$ cat config.mk
export PLATFORM = sky130hd
export DESIGN_NAME = mult_sequencer_flat
export DESIGN_NICKNAME = d
export VERILOG_FILES = /design/src/rtl/mult_if.sv /design/src/rtl/mult_sequencer.sv /design/src/flat_wrapper.sv
export SDC_FILE = /design/constraint.sdc
export NUM_CORES = 1
export LEC_CHECK = 0
export CAP_MARGIN = 20
export CELL_PAD_IN_SITES_DETAIL_PLACEMENT = 1
export CELL_PAD_IN_SITES_GLOBAL_PLACEMENT = 1
export CORE_MARGIN = 5
export CORE_UTILIZATION = 27
export CTS_BUF_LIST = sky130_fd_sc_hd__clkbuf_8
export CTS_CLUSTER_SIZE = 20
export DETAILED_ROUTE_END_ITERATION = 10
export PLACE_DENSITY = 0.69
export SLEW_MARGIN = 15
export SYNTH_ARGS = -nofsm -noshare
export SYNTH_HDL_FRONTEND = slang
export SYNTH_SLANG_ARGS = --single-unit
export TNS_END_PERCENT = 30
$ cat constraint.sdc
create_clock -name clk -period 2.6 [get_ports clk]
set_input_delay 0.39 -clock clk [delete_from_list [all_inputs] [get_ports clk]]
set_output_delay 0.39 -clock clk [all_outputs]
set_load 0.05 [all_outputs]
$ cat src/rtl/mult_if.sv
`default_nettype none
// ============================================================================
// Module   : mult_if
// Brief    : Request/result bundle between the control FSM and mult_sequencer.
// Revision : 1.0 - initial release
// ============================================================================
interface mult_if #(
    parameter int WIDTH = 32
);
    logic             start;
    logic [WIDTH-1:0] a;
    logic [WIDTH-1:0] b;
    logic             busy;
    logic             done;
    logic [WIDTH-1:0] hi;
    logic [WIDTH-1:0] lo;

    modport master (output start, a, b, input busy, done, hi, lo);
    modport slave  (input start, a, b, output busy, done, hi, lo);
endinterface
`default_nettype wire

$ cat src/rtl/mult_sequencer.sv
`default_nettype none
// ============================================================================
// Module   : mult_sequencer
// Brief    : Iterative shift-add MULT unit, one partial product per clock,
//            product held in HI/LO. MULT_SIGNED_EN selects signed operation.
// Revision : 1.0 - initial release
// ============================================================================
module mult_sequencer #(
    parameter int WIDTH = 32
) (
    input  logic  clk,
    input  logic  reset,
    mult_if.slave bus
);
    localparam int                 c_cnt_w   = $clog2(WIDTH) + 1;
    localparam logic [c_cnt_w-1:0] c_last    = c_cnt_w'(WIDTH - 1);
    localparam logic [c_cnt_w-1:0] c_cnt_one = c_cnt_w'(1);

    localparam logic [1:0] c_idle = 2'd0;
    localparam logic [1:0] c_run  = 2'd1;
    localparam logic [1:0] c_done = 2'd2;

    logic [1:0]         r_state;
    logic [1:0]         w_state_next;
    logic               w_load;
    logic [c_cnt_w-1:0] r_count;
    logic [WIDTH-1:0]   r_mcand;
    logic [2*WIDTH-1:0] r_prod;
    logic [WIDTH-1:0]   r_hi;
    logic [WIDTH-1:0]   r_lo;

    logic [WIDTH-1:0]   w_op_a;
    logic [WIDTH-1:0]   w_op_b;
    logic [WIDTH-1:0]   w_addend;
    logic [WIDTH:0]     w_sum;
    logic [2*WIDTH-1:0] w_prod_next;
    logic [2*WIDTH-1:0] w_final;

    always_comb begin
        w_load       = 1'b0;
        w_state_next = r_state;
        case (r_state)
            c_idle: begin
                if (bus.start) begin
                    w_load       = 1'b1;
                    w_state_next = c_run;
                end
            end
            c_run: begin
                if (r_count == c_last) begin
                    w_state_next = c_done;
                end
            end
            c_done: begin
                if (bus.start) begin
                    w_load       = 1'b1;
                    w_state_next = c_run;
                end else begin
                    w_state_next = c_idle;
                end
            end
            default: w_state_next = c_idle;
        endcase
    end

    // Carry out of the upper half becomes the top bit after the shift.
    always_comb begin
        w_addend    = r_prod[0] ? r_mcand : '0;
        w_sum       = {1'b0, r_prod[2*WIDTH-1:WIDTH]} + {1'b0, w_addend};
        w_prod_next = {w_sum, r_prod[WIDTH-1:1]};
    end

`ifdef MULT_SIGNED_EN
    logic r_neg;

    // Magnitudes go through the unsigned datapath; 2^(WIDTH-1) survives as unsigned.
    always_comb begin
        w_op_a  = bus.a[WIDTH-1] ? -bus.a : bus.a;
        w_op_b  = bus.b[WIDTH-1] ? -bus.b : bus.b;
        w_final = r_neg ? -w_prod_next : w_prod_next;
    end

    always_ff @(posedge clk or negedge reset) begin
        if (!reset) begin
            r_neg <= 1'b0;
        end else if (w_load) begin
            r_neg <= bus.a[WIDTH-1] ^ bus.b[WIDTH-1];
        end
    end
`else
    always_comb begin
        w_op_a  = bus.a;
        w_op_b  = bus.b;
        w_final = w_prod_next;
    end
`endif

    always_ff @(posedge clk or negedge reset) begin
        if (!reset) begin
            r_state <= c_idle;
            r_count <= '0;
            r_mcand <= '0;
            r_prod  <= '0;
            r_hi    <= '0;
            r_lo    <= '0;
        end else begin
            r_state <= w_state_next;
            if (w_load) begin
                r_mcand <= w_op_a;
                r_prod  <= {{WIDTH{1'b0}}, w_op_b};
                r_count <= '0;
            end else if (r_state == c_run) begin
                r_prod  <= w_prod_next;
                r_count <= r_count + c_cnt_one;
                if (r_count == c_last) begin
                    r_hi <= w_final[2*WIDTH-1:WIDTH];
                    r_lo <= w_final[WIDTH-1:0];
                end
            end
        end
    end

    assign bus.busy = (r_state == c_run);
    assign bus.done = (r_state == c_done);
    assign bus.hi   = r_hi;
    assign bus.lo   = r_lo;
endmodule
`default_nettype wire

$ cat src/flat_wrapper.sv
// flat-port wrapper written by rule: the top's interface ports become plain ports
module mult_sequencer_flat 
#(
    parameter int WIDTH = 32
)
  (clk, reset, bus_start, bus_a, bus_b, bus_busy, bus_done, bus_hi, bus_lo);
  mult_if #(.WIDTH(WIDTH)) bus_i ();
  input  logic clk;
  input  logic reset;
  input wire logic [$bits(bus_i.start)-1:0] bus_start;
  input wire logic [$bits(bus_i.a)-1:0] bus_a;
  input wire logic [$bits(bus_i.b)-1:0] bus_b;
  output wire logic [$bits(bus_i.busy)-1:0] bus_busy;
  output wire logic [$bits(bus_i.done)-1:0] bus_done;
  output wire logic [$bits(bus_i.hi)-1:0] bus_hi;
  output wire logic [$bits(bus_i.lo)-1:0] bus_lo;
  assign bus_i.start = bus_start;
  assign bus_i.a = bus_a;
  assign bus_i.b = bus_b;
  assign bus_busy = bus_i.busy;
  assign bus_done = bus_i.done;
  assign bus_hi = bus_i.hi;
  assign bus_lo = bus_i.lo;
  mult_sequencer #(.WIDTH(WIDTH)) u_core (.clk(clk), .reset(reset), .bus(bus_i));
endmodule
### Word level (Yosys, flattened, before mapping)

Index checks and enable logic that the tools add are counted.

* bits in registers: 168
* bits of input ports: 67
* output and inout bits: 66
* word-level logic and storage cells: 30

* add/sub/neg operators: 2
* equality and inequality tests: 5
* multiplexer cells: 11
* bitwise gates (word level): 1
* reduce and logical (&&, ||, !) cells: 5

Operator list (number)
* 64-bit two-way mux: 2
* 32-bit by 32-bit adder with 33-bit output: 1
* 32-bit two-way mux: 1
* 6-bit two-way mux: 2
* 6-bit by 1-bit adder with 6-bit output, second input constant: 1
* 6-bit by 5-bit == test with 1-bit output, second input constant: 1
* 2-bit case mux with 3 select lines: 1
* 2-bit two-way mux: 2
* 1-bit two-way mux: 3
* 3-bit AND reduction: 1
* 2-bit by 1-bit == test with 1-bit output, second input constant: 1
* 2-bit == test, second input constant: 1
* 2-bit logical NOT: 1
* 2-bit by 1-bit != test with 1-bit output, second input constant: 1
* 2-bit != test, second input constant: 1
* 2-bit AND reduction: 1
* 2-bit nonzero test: 1
* 2-bit OR reduction: 1
* 1-bit NOT: 1

### Depth between registers and ports, before layout

Gate-level depths: netlist of run 1.

* depth after elaboration: 5
* depth in mapped cells: 11

### Worst setup path before layout of run 1

OpenSTA, ideal clock, no wires.

* path kind: reg2reg
* start: register u_core.r_prod[0]
* end: register u_core.r_hi[17] (netlist: u_core.bus.hi[17])
* library setup time: 0.125 ns
* arrival time: 2.621 ns
* required time: 2.475 ns
* path slack: -0.145 ns
* cell stages (with the launch flop): 11
* path through: dfrtp_1 -> clkbuf_1 -> and2_1 -> fa_1 -> a21o_2 -> a221o_1 -> a41oi_2 -> o31a_1 -> o21ai_1 -> xor2_1 -> mux2_2

* cells in the longest elaborated chain, start to end: 2

RTL lines
* from (decl): RTL line mult_sequencer.sv:28 `logic [2*WIDTH-1:0] r_prod;`
* from (signal assigned): RTL line mult_sequencer.sv:110 `r_prod <= {{WIDTH{1'b0}}, w_op_b};`
* from (signal assigned): RTL line mult_sequencer.sv:113 `r_prod <= w_prod_next;`
* 32-bit two-way mux: RTL line mult_sequencer.sv:68 `w_addend = r_prod[0] ? r_mcand : '0;`
* 32-bit by 32-bit adder with 33-bit output: RTL line mult_sequencer.sv:69 `w_sum = {1'b0, r_prod[2*WIDTH-1:WIDTH]} + {1'b0, w_addend};`
* to (signal assigned): RTL line mult_sequencer.sv:116 `r_hi <= w_final[2*WIDTH-1:WIDTH];`
* to (decl): RTL line mult_sequencer.sv:29 `logic [WIDTH-1:0] r_hi;`

Every way passes these cells.
A chain may end at the register's enable or synchronous reset.

### Worst setup path in the final report of run 1

Ends and elaborated chain as after synthesis.

==> results.sh, run 1 <==
export IMPL_clock_sinks=168
export IMPL_critPathCaptureType="flip-flop"
export IMPL_final_cell_area_um2=12200
export IMPL_hold_viol=0
export IMPL_period_needed_ns=2.76
export IMPL_cp_required_ns=2.96
export IMPL_rrSetupSlack_ns=-0.16
export IMPL_cp_arrival_ns=3.12
export IMPL_worst_skew_pair_late_latency_ns=0.48
export IMPL_hp_class="primary input to async pin"
export IMPL_route_vias_total=7485
export IMPL_violations="negative setup slack"
export IMPL_numCtsBuffers=17
export IMPL_pwr_share_clk=0.114
export IMPL_critPathCapture="u_core.bus.hi[17]"
export IMPL_antenna_left=0
export IMPL_yosysWarnings=0
export IMPL_seq_area_frac_synth=0.489
export IMPL_ys_flop_type="dfrtp_1"
export IMPL_syn_nets=1059
export IMPL_cellInternalPower_mw=9.85
export IMPL_r2r_start="u_core.r_prod[0]"
export IMPL_swShare=0.455
export IMPL_fp_coreArea_um2=31500
export IMPL_reg2reg_depth=10
export IMPL_p_comb_frac=0.625
export IMPL_synthArstFlopShare=1.00
export IMPL_clockRootBuffer="clkbuf_8"
export IMPL_dieArea_um2=35500
export IMPL_syn_instance_count=958
export IMPL_worstMarginPinSlew_ns=0.701
export IMPL_max_cap_violations=0
export IMPL_drtPass1Iterations=4
export IMPL_power_density_nw_per_um2=1480
export IMPL_grt_pass1_wl_um=44400
export IMPL_area_growth_pct=42.0
export IMPL_startpoint="u_core.r_prod[0]"
export IMPL_synth_edff_count=0
export IMPL_gr_total_overflow=0
export IMPL_synth_seq_cells=168
export IMPL_fmax_mhz=362
export IMPL_cp_max_fo=3
export IMPL_route_detailed_drc=0
export IMPL_routed_via_density=4.76
export IMPL_die_y_um=188
export IMPL_slew_viol_final=0
export IMPL_tritoncts="yes"
export IMPL_seq_power_share=0.261
export IMPL_avgSynthCellArea_um2=8.98
export IMPL_p_leak_nw=5.70
export IMPL_switchingPower_mw=8.21
export IMPL_setup_viol=29
export IMPL_place_area_um2=11000
export IMPL_start_kind="flip-flop"
export IMPL_timing_rr_end="u_core.bus.hi[17]"
export IMPL_antenna_found_initial=0
export IMPL_track_usage=0.155
export IMPL_drt_iter0_markers=290
export IMPL_skew_ns=0.0295
export IMPL_finalSetupTns_ns=-2.11
export IMPL_h_tree_depth=4
export IMPL_fin_nets=1261
export IMPL_period_share=1.06
export IMPL_outcome="finished, violations left"
export IMPL_grt_pass1_vias=8125
export IMPL_relSlewSlack=0.532
export IMPL_place_congestion=0.851
export IMPL_initial_core_util=0.273
export IMPL_netlist_area_um2=8600
export IMPL_rsz0062_at_grt="yes"
export IMPL_crit_type="flip-flop to flip-flop"
export IMPL_hpwl_um=19500
export IMPL_fp_dieW_um=188
export IMPL_io_buffers=132
export IMPL_ir_worst_vdd_v=0.000482
export IMPL_cts_clk_slew_worst_paths_ns=0.11
export IMPL_wl_per_cell_um=17.6
export IMPL_synth_distinct_cells=63
export IMPL_drive_gt1_frac=0.216
export IMPL_dp_worst_setup_slack_ns=-0.356
export IMPL_n_antenna_cell=0
export IMPL_worst_slack_ns=-0.161
export IMPL_rows=65
export IMPL_clockBufferDepth=2
export IMPL_grt_max_degree=65
export IMPL_io_pin_count=133
export IMPL_drt_wl_total_um=27600
## metal layers
metal | part of all wire | routed length (um) | track usage
met5 | 0 | 0 | 0
met4 | 0.012 | 339 | 0.0381
met1 | 0.47 | 13000 | 0.205
met3 | 0.035 | 964 | 0.0356
met2 | 0.48 | 13300 | 0.257
## power groups by stage
stage,Sequential [mW],Clock [mW],Combinational [mW]
after global placement,4.64,0,9.61
after global routing,4.86,2.27,12.2
final,4.71,2.06,11.3
after detailed placement,4.68,0,9.90
after CTS,4.69,2.14,10.5
after floorplan,5.68,0,5.15
## cell usage after synthesis (all sizes together), types with 2 or more instances
master	number	share of area
nand2	341	0.15
dfrtp	168	0.49
nor2	46	0.020
clkbuf	41	0.018
a21oi	35	0.020
and2	34	0.025
ha	33	0.048
o21ai	30	0.017
a22o	27	0.028
a31oi	21	0.015
xnor2	19	0.019
a22oi	18	0.016
a21o	14	0.013
buf	13	0.012
nand4	13	0.0095
mux2	12	0.016
inv	10	0.0044
xor2	9	0.0092
nor3	8	0.0047
and3	7	0.0054
nand3	6	0.0035
o21a	5	0.0044
o31ai	5	0.0049
mux2i	3	0.0035
nor2b	3	0.0022
o41ai	3	0.0052
a211o	2	0.0022
a211oi	2	0.0023
a221o	2	0.0023
a311oi	2	0.0028
clkdlybuf4s18	2	0.0023
nand2b	2	0.0015
o211a	2	0.0023
o211ai	2	0.0017
o21bai	2	0.0017
o22ai	2	0.0015
o41a	2	0.0026
or3	2	0.0015
## area by class of cell
cell class                      instances  area [um2]
Fill cell                            3572       19300
Multi-Input combinational cell        723        4800
Clock inverter                         12         163
Timing Repair Buffer                  240        2250
Tap cell                              402         503
Sequential cell                       168        4200
Clock buffer                           19         262
Inverter                               10        37.5
## worst min path at each step
stage	slack (ns)	endpoint	start
2_1_floorplan	0.09	u_core.bus.hi[0]	reset
3_3_place_gp	0.36	u_core.r_mcand[13]	reset
3_5_place_dp	0.37	u_core.bus.hi[13]	reset
4_1_cts	0.40	u_core.bus.hi[9]	reset
5_1_grt	0.41	u_core.r_mcand[5]	bus_a[5]
6_report	0.42	u_core.r_mcand[10]	reset
## registers in the layout (all words and copies together) (netlist names)
signal	cells
u_core.r_mcand	32
u_core.bus.hi	32
u_core.r_count	6
u_core.r_prod	64
u_core.r_state	2
u_core.bus.lo	32
## cell usage in the layout (no fill, tap or decap), types with 4 or more instances in the layout
cell	instances
a21o_1	12
a21oi_1	19
a21oi_2	10
a21oi_4	6
a22o_1	27
a22oi_1	18
a31oi_1	18
and2_1	28
and2_4	5
and3_1	5
buf_12	8
buf_4	96
buf_6	5
clkbuf_8	19
clkdlybuf4s50_1	130
dfrtp_1	168
ha_1	12
ha_4	20
inv_1	8
inv_6	4
mux2_2	9
nand2_1	337
nand2_2	4
nand3_1	5
nand4_1	13
nor2_1	42
nor3_1	5
o21a_1	5
o21ai_0	16
o21ai_1	8
o21ai_2	5
xnor2_1	12
xnor2_2	6
xor2_1	9
## critical path, stage by stage, from the launching register on
cell and delay, ns:
dfrtp_1 0.43, and2_4 0.16, ha_4 0.16, fa_2 0.37, a21o_2 0.21, a221o_1 0.36, a41oi_4 0.24, o31a_1 0.24
o21ai_2 0.07, xor2_1 0.15, mux2_4 0.26
## timing repair
item                       in CTS  in global routing
buffers inserted                2                  7
pin swaps                      21                 29
gates resized for setup        54                 60
gates cloned                    0                  0
hold buffers                    1                  0
hold endpoints to repair       43                  0
setup endpoints to repair      38                 44
## through the flow
stage / std cells / hold slack (ns) / total power, mW / util
6_report: 1574 / 0.417 / 18.1 / 0.388
3_3_place_gp: 1533 / 0.362 / 14.3 / 0.350
3_5_place_dp: 1533 / 0.366 / 14.6 / 0.350
4_1_cts: 1567 / 0.395 / 17.3 / 0.374
5_1_grt: 1574 / 0.414 / 19.3 / 0.388
2_1_floorplan: 958 / 0.0944 / 10.8 / -
## cell families after synthesis
family,synth area share
AO/OA/AOI/OAI,0.151
XOR/XNOR,0.0285
adder cells (fa/ha/maj),0.0503
buffers and inverters,0.0383
flip-flops,0.489
multiplexers,0.0192
AND/OR/NAND/NOR,0.223
(Power assumes the default switching activity.)
==> run 2, diff against run 1 <==
CTS_BUF_LIST = sky130_fd_sc_hd__clkbuf_4   (was sky130_fd_sc_hd__clkbuf_8)
==> run 2 against run 1 <==
The run still ends with negative setup slack left; hold slack worse by 0.13 ns; sequential power hardly changed; power shrank 2.4%; non-clock buffer count is 1 higher; final cell count is 0.13% higher; critical path depth rose by 2; cell area decreased by 1.2%; utilization fell by 0.48 points; via count up 0.53%; clock skew rose by 0.018 ns; first-iteration DRC count shrank 2.4%; die area stayed put; largest power group unchanged.
==> results.sh, run 2 (synthesis gave the netlist of run 1 again) <==
export IMPL_max_cap_violations=0
export IMPL_setup_viol=35
export IMPL_crit_type="flip-flop to flip-flop"
export IMPL_fin_nets=1262
export IMPL_drt_wl_total_um=27600
export IMPL_cts_clk_slew_worst_paths_ns=0.18
export IMPL_antenna_left=0
export IMPL_p_leak_nw=5.64
export IMPL_dp_worst_setup_slack_ns=-0.356
export IMPL_critPathCaptureType="flip-flop"
export IMPL_worst_slack_ns=-0.153
export IMPL_gr_total_overflow=0
export IMPL_slew_viol_final=0
export IMPL_utilization=0.383
export IMPL_grt_pass1_wl_um=44400
export IMPL_ir_worst_vdd_v=0.000436
export IMPL_relSlewSlack=0.544
export IMPL_hold_viol=0
export IMPL_largest_register_ffs=64
export IMPL_seq_power_share=0.267
export IMPL_placed_cells=1533
export IMPL_worstMarginPinSlew_ns=0.683
export IMPL_clockBufferDepth=2
export IMPL_drtPass1Iterations=4
export IMPL_place_area_um2=11000
export IMPL_power_density_nw_per_um2=1460
export IMPL_track_usage=0.154
export IMPL_dieArea_um2=35500
export IMPL_cellInternalPower_mw=9.48
export IMPL_routed_via_density=4.77
export IMPL_tritoncts="yes"
export IMPL_switchingPower_mw=8.15
export IMPL_fp_coreArea_um2=31500
export IMPL_antenna_found_initial=1
export IMPL_hpwl_um=19500
export IMPL_die_y_um=188
export IMPL_grt_pass1_vias=8158
export IMPL_final_cell_mix="nand2_1 (338), dfrtp_1 (168), clkdlybuf4s50_1 (130)"
export IMPL_clockRootBuffer="clkbuf_4"
export IMPL_violations="negative setup slack"
export IMPL_rsz0062_at_grt="yes"
export IMPL_layout_commonest_cell="nand2_1"
export IMPL_place_congestion=0.851
export IMPL_h_tree_depth=4
export IMPL_initial_core_util=0.273
export IMPL_outcome="finished, violations left"
export IMPL_cp_max_fo=13
export IMPL_worst_skew_pair_late_latency_ns=0.59
export IMPL_rows=65
export IMPL_layoutNonFillerInstCount=1576
export IMPL_fmax_mhz=363
export IMPL_route_detailed_drc=0
export IMPL_area_growth_pct=40.3
export IMPL_cp_required_ns=3.10
export IMPL_skew_ns=0.0474
export IMPL_pwr_share_clk=0.094
export IMPL_wl_per_cell_um=17.5
export IMPL_period_share=1.06
export IMPL_drt_iter0_markers=283
export IMPL_fp_dieW_um=188
export IMPL_period_needed_ns=2.75
export IMPL_numCtsBuffers=17
export IMPL_clock_sinks=168
export IMPL_swShare=0.462
export IMPL_io_pin_count=133
export IMPL_io_buffers=132
export IMPL_hp_class="primary input to async pin"
export IMPL_p_comb_frac=0.639
export IMPL_final_cell_area_um2=12100
export IMPL_grt_max_degree=65
export IMPL_route_vias_total=7525
export IMPL_regMostFlops="u_core.r_prod"
export IMPL_cp_arrival_ns=3.26
export IMPL_drive_gt1_frac=0.221
export IMPL_start_kind="flip-flop"
## run 2: cell types whose count changed in the layout (fill, tap and decap cells not counted), moves of 3 or more
cell,before,now
clkbuf_8,19,0
clkbuf_4,0,17
and2_1,28,23
and2_4,5,10
buf_4,96,100
a21oi_2,10,13
nor2_2,2,5
## run 2: worst max-delay path: stages, from the launching register on
cell and delay, ns:
dfrtp_1 0.44, buf_12 0.16, and2_4 0.15, ha_4 0.21
a211o_1 0.32, a211oi_4 0.30, buf_4 0.17, o31ai_4 0.09
buf_4 0.17, a21oi_4 0.15, o22ai_2 0.09, xor2_1 0.16
mux2_2 0.27
## run 2: metal layers
metal  track usage  part of all wire  vias to the layer above
met5             0                 0                        -
met4        0.0390             0.015                        0
met3        0.0326             0.036                       26
met2         0.258              0.49                      114
met1         0.204              0.46                     3728
li1              -                 -                     3657
## run 2: layout make-up
cell class / count / area (um2)
multi-input combinational: 723 / 4780
fill: 3594 / 19400
tap: 402 / 503
clock buffer: 17 / 128
sequential: 168 / 4200
timing repair buffer: 241 / 2240
inverter: 10 / 37.5
clock inverter: 14 / 170
antenna: 1 / 2.50
## run 2: power by group through the flow
stage	sequential [mW]	clock, mW	combinational (mW)
global route	4.86	1.86	12.2
global placement	4.64	0	9.61
floorplan	5.68	0	5.15
CTS	4.69	1.74	10.6
finish	4.71	1.66	11.3
detailed placement	4.68	0	9.90
## run 2: timing repair
action | 4_1_cts | 5_1_grt
pin swaps | 26 | 23
endpoints found under the setup margin | 38 | 45
hold buffers | 1 | 0
setup buffers | 3 | 7
hold endpoints to repair | 43 | 0
gates resized for setup | 69 | 48
## run 2: worst paths after layout
path                             startpoint           endpoint  slack, ns  cells past startpoint
setup / recovery           u_core.r_prod[0]  u_core.bus.hi[28]      -0.15                     12
hold / removal                        reset   u_core.bus.hi[9]       0.29                      2
setup reg to reg           u_core.r_prod[0]  u_core.bus.hi[28]      -0.15                     12
hold reg to reg            u_core.bus.lo[6]   u_core.bus.lo[6]       0.49                      2
max in group asynchronous             reset  u_core.r_prod[11]       1.58                      3
min in group clk                   bus_a[5]  u_core.r_mcand[5]       0.30                      3
## run 2: through the flow
step | power (mW) | TNS, ns | hold slack [ns]
6_report | 17.6 | -2.23 | 0.292
3_3_place_gp | 14.3 | -4.56 | 0.362
2_1_floorplan | 10.8 | -0.0534 | 0.0944
3_5_place_dp | 14.6 | -6.46 | 0.366
5_1_grt | 18.9 | -6.40 | 0.264
4_1_cts | 17.0 | -2.74 | 0.249
